--- src/rtl/b2s_pkg.sv ---
// b2s line protocol constants shared by transmitter and receiver.
// Nominal widths are in clocks; receiver defaults bound the accepted tolerance.
package b2s_pkg;
    localparam int NOM_START = 20;
    localparam int NOM_SHORT = 10;
    localparam int NOM_LONG  = 30;
    localparam int NOM_IDLE  = 1000;

    localparam int IDLE_MIN_DEF   = 200;
    localparam int START_MIN_DEF  = 15;
    localparam int START_MAX_DEF  = 25;
    localparam int BIT_THRESH_DEF = 20;
    localparam int LOW_MAX_DEF    = 40;
    localparam int HIGH_MAX_DEF   = 60;

    localparam int CNT_W = 10;

    typedef enum logic [2:0] {
        ST_WAIT_IDLE,
        ST_ARMED,
        ST_START_LOW,
        ST_START_HIGH,
        ST_BIT_LOW,
        ST_BIT_HIGH
    } b2s_state_e;
endpackage

--- src/rtl/b2s_sync_edge.sv ---
// Synchronises the async b2s line and flags its edges.
// Latency: edge pulse 2 clk after the input changes. No backpressure.
// Flops reset to 1 so an idle-high line produces no edge after reset.
module b2s_sync_edge (
    input  logic clk,
    input  logic rst,
    input  logic din_i,
    output logic lvl_o,
    output logic rise_o,
    output logic fall_o
);
    logic sync1_q, sync2_q, dly_q;

    always_ff @(posedge clk or posedge rst) begin
        if (rst) begin
            sync1_q <= 1'b1;
            sync2_q <= 1'b1;
            dly_q   <= 1'b1;
        end else begin
            sync1_q <= din_i;
            sync2_q <= sync1_q;
            dly_q   <= sync2_q;
        end
    end

    assign lvl_o  = sync2_q;
    assign rise_o = sync2_q & ~dly_q;
    assign fall_o = ~sync2_q & dly_q;
endmodule

--- src/rtl/b2s_receiver.sv ---
// Decodes b2s pulse-width frames into WIDTH-bit words.
// Latency: dout_valid 3 clk after the final bit's rising edge.
// No backpressure: dout/dout_valid/frame_err are single-cycle pulses.
module b2s_receiver
    import b2s_pkg::*;
#(
    parameter int WIDTH      = 32,
    parameter int IDLE_MIN   = IDLE_MIN_DEF,
    parameter int START_MIN  = START_MIN_DEF,
    parameter int START_MAX  = START_MAX_DEF,
    parameter int BIT_THRESH = BIT_THRESH_DEF,
    parameter int LOW_MAX    = LOW_MAX_DEF,
    parameter int HIGH_MAX   = HIGH_MAX_DEF
) (
    input  logic             clk,
    input  logic             rst,
    input  logic             b2s_din,
    output logic [WIDTH-1:0] dout,
    output logic             dout_valid,
    output logic             frame_err
);
    localparam int BCW = $clog2(WIDTH + 1);

    // cnt_q holds (run length - 1) at an edge, so limits are pre-decremented.
    localparam logic [CNT_W-1:0] IDLE_LIM  = CNT_W'(IDLE_MIN - 1);
    localparam logic [CNT_W-1:0] SMIN_LIM  = CNT_W'(START_MIN - 1);
    localparam logic [CNT_W-1:0] SMAX_LIM  = CNT_W'(START_MAX - 1);
    localparam logic [CNT_W-1:0] BIT_LIM   = CNT_W'(BIT_THRESH - 1);
    localparam logic [CNT_W-1:0] LOW_LIM   = CNT_W'(LOW_MAX - 1);
    localparam logic [CNT_W-1:0] HIGH_LIM  = CNT_W'(HIGH_MAX - 1);
    localparam logic [BCW-1:0]   LAST_BIT  = BCW'(WIDTH - 1);

    logic lvl, rise, fall;

    b2s_sync_edge u_sync (
        .clk    (clk),
        .rst    (rst),
        .din_i  (b2s_din),
        .lvl_o  (lvl),
        .rise_o (rise),
        .fall_o (fall)
    );

    b2s_state_e       state_q, state_d;
    logic [CNT_W-1:0] cnt_q, cnt_d;
    logic [BCW-1:0]   bcnt_q, bcnt_d;
    logic [WIDTH-1:0] sr_q, sr_d;
    logic [WIDTH-1:0] dout_q, dout_d;
    logic             vld_q, vld_d;
    logic             err_q, err_d;
    logic             bit_val;
    logic [WIDTH-1:0] sr_next;

    always_ff @(posedge clk or posedge rst) begin
        if (rst) begin
            state_q <= ST_WAIT_IDLE;
            cnt_q   <= '0;
            bcnt_q  <= '0;
            sr_q    <= '0;
            dout_q  <= '0;
            vld_q   <= 1'b0;
            err_q   <= 1'b0;
        end else begin
            state_q <= state_d;
            cnt_q   <= cnt_d;
            bcnt_q  <= bcnt_d;
            sr_q    <= sr_d;
            dout_q  <= dout_d;
            vld_q   <= vld_d;
            err_q   <= err_d;
        end
    end

    always_comb begin
        cnt_d = cnt_q;
        if (rise || fall)
            cnt_d = '0;
        else if (cnt_q != '1)
            cnt_d = cnt_q + CNT_W'(1);
    end

    assign bit_val = (cnt_q < BIT_LIM);
    assign sr_next = {bit_val, sr_q[WIDTH-1:1]};

    always_comb begin
        state_d = state_q;
        bcnt_d  = bcnt_q;
        sr_d    = sr_q;
        dout_d  = dout_q;
        vld_d   = 1'b0;
        err_d   = 1'b0;
        case (state_q)
            ST_WAIT_IDLE: begin
                // The count at a rising edge belongs to the preceding low run.
                if (lvl && !rise && cnt_q >= IDLE_LIM)
                    state_d = ST_ARMED;
            end
            ST_ARMED: begin
                if (fall) begin
                    state_d = ST_START_LOW;
                    bcnt_d  = '0;
                    sr_d    = '0;
                end
            end
            ST_START_LOW: begin
                if (rise) begin
                    if (cnt_q >= SMIN_LIM && cnt_q <= SMAX_LIM)
                        state_d = ST_START_HIGH;
                    else
                        err_d = 1'b1;
                end else if (cnt_q >= LOW_LIM) begin
                    err_d = 1'b1;
                end
            end
            ST_START_HIGH, ST_BIT_HIGH: begin
                if (fall)
                    state_d = ST_BIT_LOW;
                else if (cnt_q >= HIGH_LIM)
                    err_d = 1'b1;
            end
            ST_BIT_LOW: begin
                if (rise) begin
                    sr_d   = sr_next;
                    bcnt_d = bcnt_q + BCW'(1);
                    if (bcnt_q == LAST_BIT) begin
                        dout_d  = sr_next;
                        vld_d   = 1'b1;
                        sr_d    = '0;
                        bcnt_d  = '0;
                        state_d = ST_WAIT_IDLE;
                    end else begin
                        state_d = ST_BIT_HIGH;
                    end
                end else if (cnt_q >= LOW_LIM) begin
                    err_d = 1'b1;
                end
            end
            default: state_d = ST_WAIT_IDLE;
        endcase
        if (err_d) begin
            state_d = ST_WAIT_IDLE;
            sr_d    = '0;
            bcnt_d  = '0;
        end
    end

    assign dout       = dout_q;
    assign dout_valid = vld_q;
    assign frame_err  = err_q;
endmodule

--- config.mk ---
export PLATFORM = sky130hd
export DESIGN_NAME = b2s_receiver
export DESIGN_NICKNAME = d
export VERILOG_FILES = /design/src/rtl/b2s_pkg.sv /design/src/rtl/b2s_sync_edge.sv /design/src/rtl/b2s_receiver.sv
export SDC_FILE = /design/constraint.sdc
export NUM_CORES = 1
export LEC_CHECK = 0
export ABC_AREA = 1
export BUFFER_PORTS_ARGS = -buffer_cell sky130_fd_sc_hd__buf_4
export CORE_ASPECT_RATIO = 0.75
export CORE_MARGIN = 2
export CORE_UTILIZATION = 50
export DETAILED_ROUTE_END_ITERATION = 7
export PLACE_DENSITY = 0.76
export RECOVER_POWER = 25
export SLEW_MARGIN = 0
export SYNTH_ARGS = -nofsm -noshare
export SYNTH_HDL_FRONTEND = slang
export SYNTH_SLANG_ARGS = --single-unit
--- constraint.sdc ---
create_clock -name clk -period 3.6 [get_ports clk]
set_clock_uncertainty 0.1 [all_clocks]
set_input_delay 0 -clock clk [delete_from_list [all_inputs] [get_ports clk]]
set_output_delay 0 -clock clk [all_outputs]
set_load 0.005 [all_outputs]
; Word level (Yosys, flattened, before mapping)
; Cells that the tools add are included.
[classes]
addsub = 2
magnitude_cmp = 6
eq_ne = 13
n_mux = 31
n_bitwise = 4
reduce_logical = 12
[op_table]
columns = cell, n
row1 = $mux 32, 4
row2 = $pmux 32 s2, 1
row3 = $mux 3, 8
row4 = $mux 6, 4
row5 = $ge 10x6->1 const B, 2
row6 = $mux 10, 2
row7 = $ne 3x3->1 const B, 6
row8 = $pmux 3 s5, 1
row9 = $pmux 6 s2, 1
row10 = $add 10x1->10 const B, 1
row11 = $ge 10x4->1 const B, 1
row12 = $ge 10x8->1 const B, 1
row13 = $le 10x5->1 const B, 1
row14 = $lt 10x5->1 const B, 1
row15 = $ne 10x10->1 const B, 1
row16 = $mux 1, 9
row17 = $add 6x1->6 const B, 1
row18 = $eq 3x2->1 const B, 2
row19 = $eq 3x3->1 const B, 2
row20 = $eq 6x5->1 const B, 1
row21 = $reduce_and 3->1, 2
row22 = $reduce_and 6->1, 1
row23 = $eq 3x1->1 const B, 1
row24 = $logic_and 1x1->1, 3
row25 = other kinds (9), 11
[word_totals]
ff_bits = 88
inputBits = 3
out_inout_bits = 34
word_cells = 78

; Logic depth before layout (Yosys ltp)
[depth]
word_depth = 8
mapped_depth = 12
mapped_depth_nobuf = 12

; Hierarchy
; Synthesis repeated with hierarchy kept, for this count alone.
[unflattened]
cells_unflattened = 477
hier_area_um2 = 4032.6
[modules_own_cells]
columns = mod, instances, cells_each, area_each_um2, seq_area_each_um2
row1 = b2s_receiver, 1, 469, 3935.0, 2102.0
row2 = b2s_sync_edge, 1, 8, 97.6, 78.8

; Worst setup path before layout
; No wires, ideal clock.
[synth_timing]
path_type = flip-flop to flip-flop
from = register u_sync.dly_q
to = register sr_q[10]
setup_time_ns = 0.119
arrival_time_ns = 1.463
required_time_ns = 3.381
setup_slack_ns = 1.918
stages_incl_launch_ff = 11
n_path_buf = 2
synth_period_minus_slack_ns = 1.682
cell_sequence = dfstp_2 inv_1 ha_1 nor2_1 nand2_1 inv_2 nand2_1 nand3_2 buf_6 buf_6 a21oi_2
[synth_between]
elab_chain_cells = 6
elab_cells_between_ends = 12
cone_classes = eq/ne: 2 / mux: 5 / bitwise: 3 / reduce/logical: 2
[synth_rtl]
columns = element, line
row1 = start: declaration, b2s_sync_edge.sv:12  ; logic sync1_q, sync2_q, dly_q;
row2 = start signal: assignment, b2s_sync_edge.sv:22  ; dly_q <= sync2_q;
row3 = $not 1->1, b2s_sync_edge.sv:27  ; assign rise_o = sync2_q & ~dly_q;
row4 = $and 1x1->1, b2s_sync_edge.sv:27
row5 = "$mux 1, on equally long branches", "b2s_receiver.sv:122, b2s_receiver.sv:106"
row6 = $pmux 1 s3, b2s_receiver.sv:92  ; case (state_q)
row7 = $ne 3x3->1 (no line) / $reduce_bool 3->1 (equally long branches), -
row8 = $reduce_and 3->1 (no line), -
row9 = end signal: assignment, b2s_receiver.sv:67  ; sr_q <= sr_d;
row10 = end: declaration, b2s_receiver.sv:47  ; logic [WIDTH-1:0] sr_q, sr_d;
; Several ways; a longest one is shown, not always the timed one.
; A chain may end at the register's enable or synchronous reset.

; Final worst setup path
[layout_timing]
from = register bcnt_q[0]
to = register dout_q[19], in the netlist dout[19]
[layout_between]
elab_chain_cells = 2
[layout_rtl]
columns = element, line
row1 = start: declaration, b2s_receiver.sv:46  ; logic [BCW-1:0] bcnt_q, bcnt_d;
row2 = start signal: assignment, b2s_receiver.sv:66  ; bcnt_q <= bcnt_d;
row3 = $eq 6x5->1, b2s_receiver.sv:125  ; if (bcnt_q == LAST_BIT) begin
row4 = $reduce_and 3->1 (no line), -
row5 = end signal: assignment, b2s_receiver.sv:68  ; dout_q <= dout_d;
row6 = end: declaration, b2s_receiver.sv:48  ; logic [WIDTH-1:0] dout_q, dout_d;
; No other way between the ends.

==> flow_metrics.py <==
metrics = {
    "placement": {
        "placed_cells": 608,
        "portBuffers": 36,
        "routabilityCongestion": 0.8547,
        "dp_hpwl_mm": 5.430,
    },
    "clock_network": {
        "cts_hold_buf": 2,
        "cts-resized-gates": 0,
        "clkSinkCount": 87,
        "clock_path_buffers": 2,
        "insertion_delay_ps": 360,
        "htree_levels": 3,
        "cts_setup_buffers": 0,
        "root_buffer": "clkbuf_8",
        "clk_pin_slew_worst_paths_ps": 90,
        "tritoncts": "built",
        "cts_inserted_buffers": 9,
    },
    "worst_setup_path": {
        "critPathTopFamily": "simple AND/OR/NAND/NOR gates",
        "max_stage_delay_ps": 440,
        "rr_worst_depth": 9,
        "crit_arrival_ps": 2390,
        "required_ps": 3750,
        "r2r_end": "dout[19]$_DFFE_PP0P_",
        "reg2reg_setup_slack_ps": 1360,
        "setup.worst_path.end_class": "register",
        "slowest_stage": "nand3_1",
        "cp-start-kind": "register",
        "crit_buf_inv": 3,
        "cpMostUsedCell": "nand2_1",
        "cp.depth": 9,
        "worstSetupPathType": "reg2reg",
        "worstPathCellList": "ha_1 > nand2_1 > inv_1 > nand4_2 > inv_1 > nand3_1 > buf_4 > nand2_1 > nand2_1",
        "setup.worst_path.end": "dout[19]$_DFFE_PP0P_",
        "startpoint": "bcnt_q[0]$_DFFE_PP0P_",
        "path_max_fanout": 18,
        "r2r-start": "bcnt_q[0]$_DFFE_PP0P_",
    },
    "power": {
        "p_int_w": 0.001471,
        "swShare_pct": 22.44,
        "seqPwrFrac_pct": 52.3,
        "vdd_drop_max_mv": 0.2444,
        "powerDensity_nw_per_um2": 414.6,
        "clkPwrFrac_pct": 44.7,
        "finalPower_w": 0.001896,
        "power_frac_comb_pct": 3.0,
        "p_leak_nw": 2.430,
        "switching_power_w": 0.0004256,
    },
    "logic_synthesis": {
        "yosys.area.top_type": "dfrtp_1",
        "synth.area.top_cells": "dfrtp_1 53%, nand2_1 20%, a21oi_1 3.8%, inv_1 3.0%, nand3_1 2.5%",
        "postSynthAreaPerCell_um2": 8.303,
        "synthesis.area_um2": 3994,
        "syn-instance-count": 481,
        "synth_top_area_share_pct": 52.63,
        "yosysSeqAreaShare_pct": 54.61,
        "synth_seq_cells": 87,
        "syn_nets": 490,
        "synth_cell_types": 28,
        "yosys_warnings": 0,
    },
    "global_route": {
        "antenna_found_initial": 0,
        "grt_max_degree": 45,
        "grtUsageMet3_pct": 4.494,
        "grt_pass1_vias": 3117,
        "grt_overflow": 0,
        "use_met1_pct": 28.36,
        "grt_use_total_pct": 20.96,
        "grt_busiest_layer": "met2",
        "met2_usage_pct": 33.61,
        "grt_pass1_wl_mm": 14.40,
    },
    "finish": {
        "final_cell_mix": "218 x nand2_1, 84 x dfrtp_1, 31 x inv_1",
        "drive_gt1_share_pct": 16.70,
        "fin_cells": 626,
        "syn_to_final_growth_pct": 14.51,
        "diodes": 0,
        "final_nets": 525,
        "multiInputGateArea_um2": 1546,
        "final_common_cell": "nand2_1",
        "final_util_pct": 58.54,
        "regArea_um2": 2181,
        "nFillCells": 676,
    },
    "floorplanning": {
        "start_util_pct": 51.12,
        "ioPinCount": 37,
        "core_um2": 7812,
        "row_count": 28,
        "die-area_um2": 8726,
        "die_width_um": 107.2,
        "die_y_um": 81.40,
    },
    "sta": {
        "timing.slew.headroom_pct": -28.53,
        "tns_ps": 0,
        "tightest_slew_ps": 1917,
        "hold_violations": 0,
        "max_freq_mhz": 446.2,
        "period_share_pct": 62.26,
        "rsz0062_at_grt": "false",
        "slew_viol_final": 45,
        "finalCriticalPeriod_ps": 2241,
        "setup_viol": 0,
        "holdWs_ps": 204.2,
    },
    "job": {
        "drv_cap": 1,
    },
    "hold_path": {
        "hold_path.class": "in2reg",
    },
    "detailed_routing": {
        "drt-wirelength-per-cell_um": 13.14,
        "post_drt_via_cell_ratio": 5.133,
        "num_vias": 3213,
        "drt-initial-drc-count": 251,
        "wl_mm": 8.223,
        "dr.pass1.iters": 5,
        "drc": 0,
        "drtAntennaViolNets": 0,
    },
    "outcome": {
        "violations": "capacitance limit, slew limit",
        "status": "complete, but fails checks",
    },
}
cell families (layout without fill, tap and decap cells):
logic type	count (synthesis)	after routing	share of synthesized area, %
DFF	87	87	54.61
buffers and inverters	55	95	6.673
adders and majority gates	6	6	1.880
AOI/OAI and AO/OA	49	49	7.143
xor gates and xnor gates	3	3	0.6580
and+or+nand+nor	281	281	29.04
how the worst min path moves through the flow:
stage               startpoint                  endpoint  slack (ps)  depth (start not counted)
finish                 b2s_din  u_sync.sync1_q$_DFF_PP1_         200                          2
global route           b2s_din  u_sync.sync1_q$_DFF_PP1_         190                          2
CTS                    b2s_din  u_sync.sync1_q$_DFF_PP1_         180                          2
detailed placement     b2s_din  u_sync.sync1_q$_DFF_PP1_          10                          1
global placement       b2s_din  u_sync.sync1_q$_DFF_PP1_           9                          1
floorplan              b2s_din  u_sync.sync1_q$_DFF_PP1_        -100                          0
synthesized netlist by cell type (all sizes together):
library cell and n:
nor2 27, a22oi 1, dfrtp 84, nor3 4, xnor2 1, or2 2
clkbuf 1, o21ai 8, xor2 2, dfstp 3, nand3b 1, ha 6
nand3 21, nand2 222, inv 35, nand4 4, buf 19, a21oi 40
sequential cells by signal, indices dropped and copies added (netlist names):
register and flops:
dout 32, sr_q 31, cnt_q 10, bcnt_q 6, state_q 3, dout_valid 1, frame_err 1, u_sync.dly_q 1
u_sync.lvl_o 1, u_sync.sync1_q 1
metal layers:
metal / vias to the layer above / part of all wire (%)
li1: 1562 / -
met1: 1566 / 47
met2: 72 / 48
met3: 13 / 4.0
met4: 0 / 1.7
met5: - / 0
layout make-up:
cell class	instances	share of cell area [%]
multi-input combinational	339	33.82
tap	105	2.873
clock buffer	9	2.709
sequential	87	47.69
inverter	35	2.900
clock inverter	7	2.763
timing repair buffer	44	7.250
through the flow:
step / setup slack (ps) / instance area [µm²]
CTS: 1335 / 4577
detailed placement: 1352 / 4307
global placement: 1465 / 4307
global route: 1071 / 4573
floorplan: 1255 / 3994
finish: 1359 / 4573
worst reg2reg max path, stage by stage, from the launching register on:
cell and delay (ps):
dfrtp_1 420, ha_1 190, nand2_1 70, inv_1 90, nand4_2 130, inv_1 150
nand3_1 440, buf_4 400, nand2_1 90, nand2_1 60
power by group through the flow:
stage                logic, W  registers, W  clock network, W
floorplan           0.0000393       0.00101                 0
global placement    0.0000538       0.00101                 0
detailed placement  0.0000555       0.00101                 0
CTS                 0.0000574      0.000992          0.000863
global route        0.0000673      0.000993          0.000913
finish              0.0000563      0.000992          0.000848
No activity file was read; power rests on OpenSTA's default activity.
